### src/rtl/sdcard_cmd.sv
// SD-card SPI-mode command sequencer: PRE, 5-byte command, CRC7, R1 hunt.
// Define SDCARD_CMD_BUSY_WAIT_EN to add R1b busy polling after the R1 byte.
module sdcard_cmd #(
    parameter int          RESP_TRIES   = 8,
    parameter logic [15:0] BUSY_TIMEOUT = 16'hFFFF
) (
    input  logic        clk,
    input  logic        rst,
    input  logic        cmd_start,
    input  logic [5:0]  cmd_index,
    input  logic [31:0] cmd_arg,
    input  logic        busy_wait,
    output logic        cmd_busy,
    output logic        cmd_done,
    output logic [7:0]  resp_r1,
    output logic        resp_timeout,
    output logic [7:0]  spi_data_out,
    output logic [4:0]  spi_bits,
    output logic        spi_start,
    input  logic [7:0]  spi_data_in,
    input  logic        spi_finished,
    input  logic        crc_out_bit,
    input  logic        crc_strobe
);

    typedef enum logic [2:0] {
        IDLE, PRE, CMD, CRC, RESP, BUSYW, DONE
    } state_e;

    localparam int TW = $clog2(RESP_TRIES + 1);

    state_e        state_q, state_d;
    logic [5:0]    idx_q, idx_d;
    logic [31:0]   arg_q, arg_d;
    logic [6:0]    crc_q, crc_d;
    logic [2:0]    byte_q, byte_d;
    logic [TW-1:0] try_q, try_d;
    logic          start_q, start_d;
    logic [7:0]    dout_q, dout_d;
    logic [4:0]    bits_q, bits_d;
    logic [7:0]    r1_q, r1_d;
    logic          to_q, to_d;
    logic          fb;
    logic [7:0]    nbyte;
`ifdef SDCARD_CMD_BUSY_WAIT_EN
    logic          bw_q, bw_d;
    logic [15:0]   bcnt_q, bcnt_d;
`else
    logic          unused_cfg;
    assign unused_cfg = busy_wait | (^BUSY_TIMEOUT);
`endif

    assign cmd_busy     = (state_q != IDLE);
    assign cmd_done     = (state_q == DONE);
    assign resp_r1      = r1_q;
    assign resp_timeout = to_q;
    assign spi_data_out = dout_q;
    assign spi_bits     = bits_q;
    assign spi_start    = start_q;

    always_ff @(posedge clk or posedge rst) begin
        if (rst) begin
            state_q <= IDLE;
            idx_q   <= '0;
            arg_q   <= '0;
            crc_q   <= '0;
            byte_q  <= '0;
            try_q   <= '0;
            start_q <= 1'b0;
            dout_q  <= 8'hFF;
            bits_q  <= '0;
            r1_q    <= 8'hFF;
            to_q    <= 1'b0;
`ifdef SDCARD_CMD_BUSY_WAIT_EN
            bw_q    <= 1'b0;
            bcnt_q  <= '0;
`endif
        end else begin
            state_q <= state_d;
            idx_q   <= idx_d;
            arg_q   <= arg_d;
            crc_q   <= crc_d;
            byte_q  <= byte_d;
            try_q   <= try_d;
            start_q <= start_d;
            dout_q  <= dout_d;
            bits_q  <= bits_d;
            r1_q    <= r1_d;
            to_q    <= to_d;
`ifdef SDCARD_CMD_BUSY_WAIT_EN
            bw_q    <= bw_d;
            bcnt_q  <= bcnt_d;
`endif
        end
    end

    always_comb begin
        state_d = state_q;
        idx_d   = idx_q;
        arg_d   = arg_q;
        crc_d   = crc_q;
        byte_d  = byte_q;
        try_d   = try_q;
        start_d = 1'b0;
        dout_d  = dout_q;
        bits_d  = bits_q;
        r1_d    = r1_q;
        to_d    = to_q;
`ifdef SDCARD_CMD_BUSY_WAIT_EN
        bw_d    = bw_q;
        bcnt_d  = bcnt_q;
`endif
        fb = crc_q[6] ^ crc_out_bit;
        // byte following the one at byte_q (0 = index byte)
        unique case (byte_q)
            3'd0:    nbyte = arg_q[31:24];
            3'd1:    nbyte = arg_q[23:16];
            3'd2:    nbyte = arg_q[15:8];
            default: nbyte = arg_q[7:0];
        endcase

        unique case (state_q)
            IDLE: begin
                if (cmd_start) begin
                    idx_d   = cmd_index;
                    arg_d   = cmd_arg;
                    crc_d   = '0;
                    byte_d  = '0;
                    try_d   = '0;
                    to_d    = 1'b0;
`ifdef SDCARD_CMD_BUSY_WAIT_EN
                    bw_d    = busy_wait;
`endif
                    state_d = PRE;
                    start_d = 1'b1;
                    dout_d  = 8'hFF;
                    bits_d  = 5'd7;
                end
            end
            PRE: begin
                if (spi_finished) begin
                    state_d = CMD;
                    byte_d  = '0;
                    start_d = 1'b1;
                    dout_d  = {2'b01, idx_q};
                end
            end
            CMD: begin
                if (crc_strobe) begin
                    crc_d = {crc_q[5:0], 1'b0} ^ (fb ? 7'h09 : 7'h00);
                end
                if (spi_finished) begin
                    start_d = 1'b1;
                    if (byte_q == 3'd4) begin
                        state_d = CRC;
                        dout_d  = {crc_d, 1'b1};
                    end else begin
                        byte_d = byte_q + 3'd1;
                        dout_d = nbyte;
                    end
                end
            end
            CRC: begin
                if (spi_finished) begin
                    state_d = RESP;
                    try_d   = '0;
                    start_d = 1'b1;
                    dout_d  = 8'hFF;
                    bits_d  = 5'd31;
                end
            end
            RESP: begin
                if (spi_finished) begin
                    if (!spi_data_in[7]) begin
                        r1_d = spi_data_in;
`ifdef SDCARD_CMD_BUSY_WAIT_EN
                        if (bw_q) begin
                            state_d = BUSYW;
                            bcnt_d  = '0;
                            start_d = 1'b1;
                            dout_d  = 8'hFF;
                            bits_d  = 5'd7;
                        end else begin
                            state_d = DONE;
                        end
`else
                        state_d = DONE;
`endif
                    end else if (try_q + TW'(1) == TW'(RESP_TRIES)) begin
                        r1_d    = 8'hFF;
                        to_d    = 1'b1;
                        state_d = DONE;
                    end else begin
                        try_d   = try_q + TW'(1);
                        start_d = 1'b1;
                    end
                end
            end
`ifdef SDCARD_CMD_BUSY_WAIT_EN
            BUSYW: begin
                if (spi_finished) begin
                    bcnt_d = bcnt_q + 16'd1;
                    if (spi_data_in == 8'hFF) begin
                        state_d = DONE;
                    end else if (bcnt_q + 16'd1 == BUSY_TIMEOUT) begin
                        to_d    = 1'b1;
                        state_d = DONE;
                    end else begin
                        start_d = 1'b1;
                    end
                end
            end
`endif
            DONE:    state_d = IDLE;
            default: state_d = IDLE;
        endcase
    end

endmodule

### config.mk
export PLATFORM = sky130hd
export DESIGN_NAME = sdcard_cmd
export DESIGN_NICKNAME = d
export VERILOG_FILES = /design/src/rtl/sdcard_cmd.sv
export SDC_FILE = /design/constraint.sdc
export NUM_CORES = 1
export LEC_CHECK = 0
export ABC_CLOCK_PERIOD_IN_PS = 2600
export BUFFER_PORTS_ARGS = -buffer_cell sky130_fd_sc_hd__clkbuf_2
export CORE_MARGIN = 3
export CORE_UTILIZATION = 55
export DETAILED_ROUTE_END_ITERATION = 8
export PLACE_DENSITY_LB_ADDON = 0.15
export SYNTH_ARGS = -nofsm -noshare
export SYNTH_HDL_FRONTEND = slang
export SYNTH_SLANG_ARGS = --single-unit
### constraint.sdc
create_clock -name clk -period 2.6 [get_ports clk]
set_input_delay 0.13 -clock clk [delete_from_list [all_inputs] [get_ports clk]]
set_output_delay 0.13 -clock clk [all_outputs]
set_load 0.01 [all_outputs]
==> impl_metrics.csv, run 1 <==
group,metric,value,unit
run_status,status,"complete, no violations",
die,core,0.00649,mm2
die,die_x,88.8,um
global_route,grt_pass1_wl,15400,um
cells_and_area,fill_cells,473,
cells_and_area,seqCellArea,0.00190,mm2
worst_setup_path,path_cells,"inv_1 -> ha_1 -> nor3_2 -> o21ai_0 -> a21oi_1 -> o22a_1",
cts,cts_tree,"built",
timing,clock_skew,0.0118,ns
yosys,synth_cell_types,63,
cells_and_area,diodes,0,
detailed_routing,vias_per_cell,5.50,
cts,cts_max_level,3,
worst_setup_path,cp.required,2.89,ns
timing,rsz0062_at_grt,"false",
die,die_y,88.8,um
yosys,synth_edf_count,0,
placed_design,dpl.hpwl,5910,um
cts,clk_path_buf_depth,2,
power_and_ir_drop,p_leak,2.32,nW
yosys,yosys_warnings,0,
timing,tns,0,ns
worst_setup_path,worstRegToRegCells,6,
cts,numCtsBuffers,9,
worst_setup_path,r2r_end,"spi_data_out[7]",
yosys,ys_seq_area_share,50.3,%
timing,setup_slack,0.511,ns
placed_design,place_congestion,0.846,
global_route,grt_max_degree,39,
min_path,hp-class,"input port to register",
yosys,syn_avg_cell_area,9.50,um2
min_path,hold_depth,2,
cells_and_area,area_growth,26.9,%
min_path,hp-start,"spi_finished",
cells_and_area,multi_input_area,0.00166,mm2
yosys,synth.area.top_cells,"dfrtp_1 (39%), nand2_1 (13%), dfstp_2 (11%)",
timing,fin_crit_sh,80.3,%
cts,postCtsSetupBuffers,0,
worst_setup_path,rrSetupSlack,0.51,ns
cells_and_area,fin_nets,564,
yosys,synth_top_area_share,39.2,%
worst_setup_path,slowest_stage,"nor3_2",
yosys,synth_mux_area_share,2.59,%
cells_and_area,drive_gt1_share,25.8,%
die,ios,78,
detailed_routing,drt_iter0_drc,164,
detailed_routing,totalWireLength,9010,um
global_route,grt_remaining_overflow,0,
placed_design,post-place-ws,0.577,ns
timing,setup_viol,0,
cts,clockRootBuffer,"clkbuf_8",
yosys,synth-seq-cells,75,
detailed_routing,wire_per_inst,15.3,um
detailed_routing,dr.pass1.iters,4,
yosys,async_reset_ff_share,100,%
yosys,synth-simple-area-share,21.1,%
worst_setup_path,critical_path.max_fanout,13,
power_and_ir_drop,p_per_area,1090,mW/mm2
global_route,grt_use_total,25.4,%
worst_setup_path,cp-end-kind,"register",
placed_design,portBuffers,76,
yosys,syn_area,0.00377,mm2
power_and_ir_drop,ir_drop,0.542,mV
detailed_routing,drc,0,
timing,finalHoldViolations,0,
yosys,ys.flop_type,"dfrtp_1",
min_path,hold_path_end,"state_q[0]",
die,start_util,58.0,%
yosys,synth_top_family_by_area,"simple AND/OR/NAND/NOR gates",
global_route,antenna_found_initial,0,
yosys,syn-instance-count,397,
worst_setup_path,r2r-start,"byte_q[0]",
yosys,synth_adder_area_share,1.66,%
worst_setup_path,crit_type,"register to register",
yosys,synth_xor_area_share,1.10,%
global_route,grt_pass1_vias,3192,
yosys,synth_top_cell_by_area,"dfrtp_1",
run,cap_viol_max_count,0,
timing,tightestPinTransition,0.606,ns
cells_and_area,fin_util,73.6,%
yosys,synth_compound_area_share,17.5,%
detailed_routing,ant_nets,0,
worst_setup_path,slowest_delay,0.57,ns
worst_setup_path,crit_path_start_kind,"register",
timing,finalCriticalPeriod,2.09,ns
die,num_rows,29,
cts,insertion_delay,0.35,ns
detailed_routing,vias,3236,
worst_setup_path,critPathArrivalTime,2.38,ns
timing,max_slew_margin,59.6,%
yosys,syn_nets,455,
timing,maxSlewViolCount,0,
cts,cts_sinks,75,
cts,path_clk_slew,0.08,ns
timing,fmax,479,MHz
die,die_area,0.00788,mm2
[cell usage after synthesis (all sizes together) (2+ instances only)]
| library cell | count |
|---|---|
| o2bb2ai | 2 |
| o21ai | 21 |
| a21o | 3 |
| o21a | 5 |
| buf | 25 |
| a21oi | 14 |
| o211ai | 3 |
| o22a | 13 |
| a222oi | 6 |
| nand2b | 3 |
| nor2b | 2 |
| nor2 | 14 |
| clkbuf | 4 |
| nor3 | 5 |
| inv | 8 |
| o221ai | 6 |
| ha | 5 |
| mux2 | 3 |
| dfrtp | 59 |
| mux2i | 6 |
| nor3b | 2 |
| a22oi | 4 |
| xnor2 | 2 |
| or3 | 6 |
| nand2 | 130 |
| or2 | 3 |
| dfstp | 16 |
| nand3 | 6 |
| a31oi | 2 |
| or3b | 2 |
[logic make-up after synthesis]
logic type,Yosys count
XOR/XNOR,3
adder cells (fa/ha/maj),5
buffers and inverters,37
multiplexers,9
flip-flops,75
AO/OA/AOI/OAI,90
AND/OR/NAND/NOR,178
[registers in the layout, summed over array words and instances, names as in the netlist]
signal and count:
resp_r1 8, byte_q 3, crc_q 7, spi_start 1
spi_bits 2, state_q 3, idx_q 6, spi_data_out 8
resp_timeout 1, try_q 4, arg_q 32
[cell type report]
class | instances | area share, %
clock buffer | 9 | 2.59
clock inverter | 7 | 2.07
inverter | 8 | 0.628
multi-input combinational | 285 | 34.7
sequential | 75 | 39.7
tap | 77 | 2.01
timing repair buffer | 127 | 18.4
[metrics by stage]
stage                     total power, mW  std cells  hold WS, ns  instance area [um2]
after detailed placement             4.15        526        0.189                 4100
after global placement               4.09        526        0.187                 4100
final                                5.21        588        0.142                 4780
after CTS                            5.22        588        0.132                 4780
after global routing                 5.61        588        0.159                 4780
after floorplan                      3.67        397        0.235                 3770
[cells in the final DEF, fill, tap and decap left out, drive strengths merged, types with 2 or more instances in the layout]
| cell type | instances |
|---|---|
| a21o | 3 |
| a21oi | 14 |
| a222oi | 6 |
| a22oi | 4 |
| a31oi | 2 |
| buf | 5 |
| bufinv | 2 |
| clkbuf | 85 |
| clkinv | 2 |
| dfrtp | 59 |
| dfstp | 16 |
| dlygate4sd3 | 46 |
| ha | 5 |
| inv | 10 |
| mux2 | 3 |
| mux2i | 6 |
| nand2 | 130 |
| nand2b | 3 |
| nand3 | 6 |
| nor2 | 14 |
| nor2b | 2 |
| nor3 | 5 |
| nor3b | 2 |
| o211ai | 3 |
| o21a | 5 |
| o21ai | 21 |
| o221ai | 6 |
| o22a | 13 |
| o2bb2ai | 2 |
| or2 | 3 |
| or3 | 6 |
| or3b | 2 |
| xnor2 | 2 |
[worst max-delay path, delay by kind of cell (launching register included)]
family / cells / cell delay (ns)
adder cells (fa/ha/maj): 1 / 0.38
AO/OA/AOI/OAI: 3 / 0.58
buffers and inverters: 1 / 0.09
flip-flops: 1 / 0.42
AND/OR/NAND/NOR: 1 / 0.57
[how the worst max path moves through the flow]
stage | cells past startpoint | endpoint | slack (ns) | from
global placement | 6 | spi_data_out[7] | 0.61 | byte_q[0]
CTS | 6 | spi_data_out[2] | 0.56 | byte_q[0]
floorplan | 1 | arg_q[0] | 0.59 | rst
global route | 6 | spi_data_out[3] | 0.27 | byte_q[0]
finish | 6 | spi_data_out[7] | 0.51 | byte_q[0]
detailed placement | 6 | spi_data_out[2] | 0.58 | byte_q[0]
[what timing repair did]
action / in CTS / in global routing
resized for setup: 0 / 0
hold buffers: 46 / 0
endpoints found under the hold margin: 69 / 0
[routing by layer]
metal  vias to the layer above  GRT usage (%)  part of all wire [%]
met5                         -              0                     0
met4                         0           5.91                  0.74
met3                         6           5.49                   5.0
met2                        96           41.9                    51
met1                      1546           34.4                    43
li1                       1588              -                     -
[power by group]
part	switching, mW	internal (mW)
clock network	0.457	0.547
registers	0.400	1.76
logic	1.15	0.895
Power figures use the tool's default switching activity.
==> inputs of run 2 (changes only) <==
--- a/config.mk
+++ b/config.mk
@@ -5,7 +5,8 @@
 export SDC_FILE = /design/constraint.sdc
 export NUM_CORES = 1
 export LEC_CHECK = 0
-export ABC_CLOCK_PERIOD_IN_PS = 2600
+export ABC_AREA = 1
+export ABC_CLOCK_PERIOD_IN_PS = 2100
 export BUFFER_PORTS_ARGS = -buffer_cell sky130_fd_sc_hd__clkbuf_2
 export CORE_MARGIN = 3
 export CORE_UTILIZATION = 55
==> constraint.sdc (replaced) <==
create_clock -name clk -period 2.1 [get_ports clk]
set_input_delay 0.105 -clock clk [delete_from_list [all_inputs] [get_ports clk]]
set_output_delay 0.105 -clock clk [all_outputs]
set_load 0.01 [all_outputs]
==> run 2 against run 1 <==
First-iteration DRC count increased by 15%. Register-to-register slack got worse by 0.27 ns. Largest power group is now combinational logic. Critical path type unchanged. Highest routed layer unchanged. Utilization fell by 0.13 points. Final area rose by 5.0%. Die area is 3.0% higher. Cell count grew 25%. Hold slack got worse by 0.038 ns. Sequential share of layout area down 1.9 points. Synthesized cell count rose by 29%. Via count increased by 13%. Maximum frequency is 13% higher.
==> impl_metrics.csv, run 2 <==
group,metric,value,unit
run_status,status,"complete, no violations",
detailed_routing,vias_per_cell,4.98,
worst_setup_path,cp-end-kind,"register",
cts,ctsHoldBuffers,46,
yosys,yosysMostFrequentCell,"nand2_1",
detailed_routing,wire_per_inst,12.9,um
global_route,grt_max_degree,76,
cells_and_area,final_common_cell,"nand2_1",
yosys,yosys_warnings,0,
die,die_y,90.1,um
die,ios,78,
cells_and_area,layout_common_cells,"nand2_1 (216), clkbuf_2 (76), dfrtp_1 (59)",
die,start_util,57.0,%
timing,tightestPinTransition,0.559,ns
cells_and_area,fin_util,73.5,%
cells_and_area,regMostFlops,"arg_q",
cts,clk_path_buf_depth,2,
worst_setup_path,critical_path.max_fanout,34,
timing,tns,0,ns
global_route,grt_remaining_overflow,0,
global_route,grt_pass1_wl,16200,um
cts,clockRootBuffer,"clkbuf_8",
power_and_ir_drop,p_leak,2.72,nW
cts,cts_resized,0,
detailed_routing,drc,0,
cells_and_area,drive_gt1_share,22.8,%
timing,clock_skew,0.00564,ns
die,num_rows,30,
cells_and_area,diodes,0,
power_and_ir_drop,p_per_area,1280,mW/mm2
worst_setup_path,path_cells,"nor2_1 -> nand2_2 -> nor2_4 -> inv_2 -> nand2_1 -> nand2_1",
yosys,syn_nets,569,
placed_design,portBuffers,76,
timing,maxSlewViolCount,0,
worst_setup_path,setup.worst_path.end,"arg_q[29]",
placed_design,place_congestion,0.849,
run,cap_viol_max_count,0,
cts,postCtsSetupBuffers,0,
detailed_routing,ant_nets,0,
yosys,ys.flop_type,"dfrtp_1",
detailed_routing,drt_iter0_drc,189,
yosys,synthTopCellsByCount,"nand2_1 (216), dfrtp_1 (59), inv_1 (51), nor2_1 (30), nand3_1 (29)",
cells_and_area,area_growth,29.0,%
cts,numCtsBuffers,9,
die,die_area,0.00812,mm2
placed_design,dpl.hpwl,6320,um
worst_setup_path,slowest_stage,"dfrtp_1",
worst_setup_path,crit_path_start_kind,"register",
yosys,synth_top_cell_by_area,"dfrtp_1",
timing,hold_slack,0.104,ns
worst_setup_path,critPathArrivalTime,2.09,ns
yosys,async_reset_ff_share,100,%
timing,rsz0062_at_grt,"false",
worst_setup_path,cp.required,2.34,ns
cts,cts_sinks,75,
worst_setup_path,startpoint,"state_q[1]",
global_route,grt_use_total,24.5,%
timing,setup_viol,0,
yosys,syn-instance-count,511,
detailed_routing,vias,3665,
worst_setup_path,r2r_end,"arg_q[29]",
timing,max_slew_margin,62.7,%
yosys,synth.area.top_cells,"dfrtp_1 (38%), nand2_1 (21%), dfstp_2 (11%)",
worst_setup_path,rrSetupSlack,0.24,ns
worst_setup_path,r2r-start,"state_q[1]",
worst_setup_path,crit_type,"register to register",
global_route,grt_pass1_vias,3525,
min_path,hp-class,"input port to register",
timing,fmax,539,MHz
timing,finalCriticalPeriod,1.86,ns
cells_and_area,fin_nets,693,
yosys,synth_cell_types,29,
yosys,synth_edf_count,0,
worst_setup_path,worstRegToRegCells,6,
cts,insertion_delay,0.35,ns
yosys,syn_avg_cell_area,7.61,um2
worst_setup_path,path_common_cell,"nand2_1",
timing,finalHoldViolations,0,
cts,cts_max_level,3,
timing,fin_crit_sh,88.4,%
yosys,syn_area,0.00389,mm2
cts,cts_tree,"built",
detailed_routing,totalWireLength,9530,um
die,core,0.00683,mm2
yosys,ys_seq_area_share,48.7,%
yosys,synth_top_area_share,37.9,%
detailed_routing,dr.pass1.iters,6,
worst_setup_path,slowest_delay,0.49,ns
global_route,antenna_found_initial,0,
yosys,synth-seq-cells,75,
cts,path_clk_slew,0.08,ns
die,die_x,90.1,um
cells_and_area,largest_reg_flops,32,
power_and_ir_drop,ir_drop,0.554,mV
==> run 2: how the worst min path moves through the flow <==
stage	slack, ns	startpoint	to	cells past startpoint
6_report	0.10	spi_finished	spi_bits[3]	3
5_1_grt	0.13	spi_finished	spi_bits[3]	3
4_1_cts	0.09	spi_finished	spi_bits[3]	3
3_5_place_dp	0.21	rst	arg_q[10]	3
3_3_place_gp	0.20	rst	arg_q[10]	3
2_1_floorplan	0.22	cmd_arg[2]	arg_q[2]	2
==> run 2: critical path, delay by kind of cell, from the launching register on <==
kind                   cells  cell delay (ns)
AND/OR/NAND/NOR            5             0.94
flip-flops                 1             0.49
buffers and inverters      1             0.30
==> run 2: metrics by stage <==
step                      area, um2  instances  power, mW  worst slack, ns
after floorplan                3890        511       4.45            0.112
after global placement         4340        674       5.07            0.348
after detailed placement       4340        674       5.17            0.330
after CTS                      5020        736       6.44            0.302
after global routing           5020        736       6.95           0.0890
final                          5020        736       6.45            0.244
==> run 2: per-layer routing <==
metal  share of wire, %  track usage, %
met1                 42            31.0
met2                 52            42.5
met3                4.3            4.44
met4                2.0            7.78
met5                  0               0
==> run 2: area by class of cell <==
cell class / instances / area, um2
inverter: 58 / 218
sequential: 75 / 1900
fill: 537 / 1810
multi-input combinational: 364 / 1680
tap: 96 / 120
clock inverter: 6 / 70.1
timing repair buffer: 127 / 891
clock buffer: 10 / 149
==> run 2: cells by family after synthesis <==
family                   Yosys count  share of synthesized area, %
flip-flops                        75                          48.7
buffers and inverters             72                          8.17
XOR/XNOR                           1                         0.225
AND/OR/NAND/NOR                  314                          35.4
adder cells (fa/ha/maj)            5                          1.61
AO/OA/AOI/OAI                     44                          5.88
==> run 2: report_power, final <==
group / internal [mW] / leakage [nW] / switching (mW)
Clock: 0.629 / 0.112 / 0.568
Sequential: 2.16 / 0.917 / 0.397
Combinational: 0.977 / 1.69 / 1.72
Total: 3.77 / 2.72 / 2.68
==> inputs of run 3 (changes only) <==
--- a/config.mk
+++ b/config.mk
@@ -8,10 +8,13 @@
 export ABC_AREA = 1
 export ABC_CLOCK_PERIOD_IN_PS = 2100
 export BUFFER_PORTS_ARGS = -buffer_cell sky130_fd_sc_hd__clkbuf_2
+export CAP_MARGIN = 10
+export CORE_ASPECT_RATIO = 0.75
 export CORE_MARGIN = 3
 export CORE_UTILIZATION = 55
 export DETAILED_ROUTE_END_ITERATION = 8
 export PLACE_DENSITY_LB_ADDON = 0.15
+export REMOVE_ABC_BUFFERS = 1
 export SYNTH_ARGS = -nofsm -noshare
 export SYNTH_HDL_FRONTEND = slang
 export SYNTH_SLANG_ARGS = --single-unit
==> run 3 against run 2 <==
Maximum frequency fell by 4.3%. Sequential cell count did not move. Final area fell by 0.37%. Total power fell by 0.34%. Utilization rose by 2.7 points. Sequential share of layout area rose by 0.14 points. Via count fell by 0.16%. Worst setup slack got worse by 0.084 ns. Critical path type unchanged. Largest cell class unchanged.
==> impl_metrics.csv, run 3 (synthesis gave the netlist of run 2 again) <==
group,metric,value,unit
die,die_x,103,um
global_route,grt_pass1_vias,3565,
worst_setup_path,crit_type,"register to register",
power_and_ir_drop,p_per_area,1280,mW/mm2
die,core,0.00657,mm2
run_status,status,"complete, no violations",
timing,rsz0062_at_grt,"false",
die,die_y,78.8,um
timing,maxSlewViolCount,0,
timing,finalCriticalPeriod,1.94,ns
detailed_routing,drt_iter0_drc,180,
power_and_ir_drop,ir_drop,0.666,mV
cells_and_area,regMostFlops,"arg_q",
timing,finalHoldViolations,0,
placed_design,dpl.hpwl,6410,um
cells_and_area,fin_nets,694,
worst_setup_path,cp-end-kind,"register",
cts,clk_path_buf_depth,2,
cells_and_area,largest_reg_flops,32,
cts,postCtsSetupBuffers,0,
min_path,hp-start,"spi_finished",
timing,fmax,516,MHz
worst_setup_path,startpoint,"state_q[0]",
global_route,antenna_found_initial,0,
worst_setup_path,critPathArrivalTime,2.19,ns
timing,setup_viol,0,
cells_and_area,stdcell_count,722,
cts,path_clk_slew,0.08,ns
cells_and_area,diodes,0,
min_path,hp-class,"input port to register",
timing,tns,0,ns
detailed_routing,ant_nets,0,
cts,cts_max_level,3,
global_route,grt_use_total,25.3,%
global_route,grt_max_degree,76,
timing,setup_slack,0.160,ns
cts,numCtsBuffers,9,
cells_and_area,area_growth,28.6,%
cts,cts_tree,"built",
placed_design,post-place-ws,0.189,ns
die,num_rows,25,
timing,max_slew_margin,59.8,%
worst_setup_path,r2r-start,"state_q[0]",
detailed_routing,dr.pass1.iters,5,
cts,cts_resized,0,
detailed_routing,vias,3659,
placed_design,portBuffers,76,
cts,ctsHoldBuffers,46,
placed_design,dpl.cell_count,660,
die,ios,78,
global_route,grt_remaining_overflow,0,
worst_setup_path,cp.required,2.35,ns
detailed_routing,totalWireLength,9480,um
detailed_routing,wire_per_inst,13.1,um
detailed_routing,drc,0,
placed_design,place_congestion,0.836,
worst_setup_path,critical_path.max_fanout,34,
cts,insertion_delay,0.35,ns
detailed_routing,vias_per_cell,5.07,
power_and_ir_drop,p_leak,2.72,nW
cells_and_area,layout_common_cells,"nand2_1 (216), clkbuf_2 (76), dfrtp_1 (59)",
cells_and_area,final_common_cell,"nand2_1",
die,start_util,59.2,%
timing,tightestPinTransition,0.601,ns
die,die_area,0.00813,mm2
cts,cts_sinks,75,
global_route,grt_pass1_wl,16100,um
run,cap_viol_max_count,0,
worst_setup_path,crit_path_start_kind,"register",
timing,fin_crit_sh,92.4,%
timing,clock_skew,0.00908,ns
power_and_ir_drop,p_total,6.42,mW
cts,clockRootBuffer,"clkbuf_8",
cells_and_area,drive_gt1_share,22.9,%
run 3: cell types whose count changed in the layout (fill, tap and decap cells not counted), sizes merged:
| cell | delta |
|---|---|
| clkinv | -2 |
| clkbuf | +1 |
| buf | +1 |
| clkinvlp | +1 |
run 3: worst max-delay path: stages (launching register included):
cell and delay [ns]:
dfrtp_1 0.50, nor2_1 0.29, nand2_2 0.15, nor2_4 0.32
inv_2 0.34, nand2_1 0.16, nand2_1 0.07
run 3: final cells by class:
type,instances,area [um2]
Clock buffer,11,151
Fill cell,486,1570
Timing Repair Buffer,128,898
Sequential cell,75,1900
Tap cell,81,101
Clock inverter,5,60.1
Inverter,58,218
Multi-Input combinational cell,364,1680
run 3: routing by layer:
metal / GRT usage (%) / share of wire (%) / up-vias / wire (um)
met2: 40.4 / 47 / 125 / 4450
met3: 6.15 / 6.4 / 14 / 603
met1: 34.5 / 45 / 1684 / 4310
met5: 0 / 0 / - / 0
met4: 6.73 / 1.3 / 0 / 121
li1: - / - / 1836 / -
run 3: path summary, 6_finish.rpt:
kind,endpoint,slack (ns),cells after the start
setup / recovery,arg_q[17],0.16,6
hold / removal,spi_bits[3],0.09,3
setup reg to reg,arg_q[17],0.16,6
hold reg to reg,arg_q[30],0.47,2
max in group asynchronous,spi_data_out[1],1.37,4
min in group asynchronous,idx_q[4],0.36,4
run 3: where the power goes:
group | switching (mW) | internal (mW)
clock network | 0.557 | 0.618
registers | 0.386 | 2.16
logic | 1.72 | 0.980
run 3: per-stage QoR:
stage               area, um2  hold WS, ns  utilization [%]
finish                   5000       0.0853             76.2
global route             5000        0.115             76.2
CTS                      5000       0.0774             76.2
detailed placement       4330        0.208             65.9
global placement         4330        0.210             65.9
floorplan                3790        0.222                -
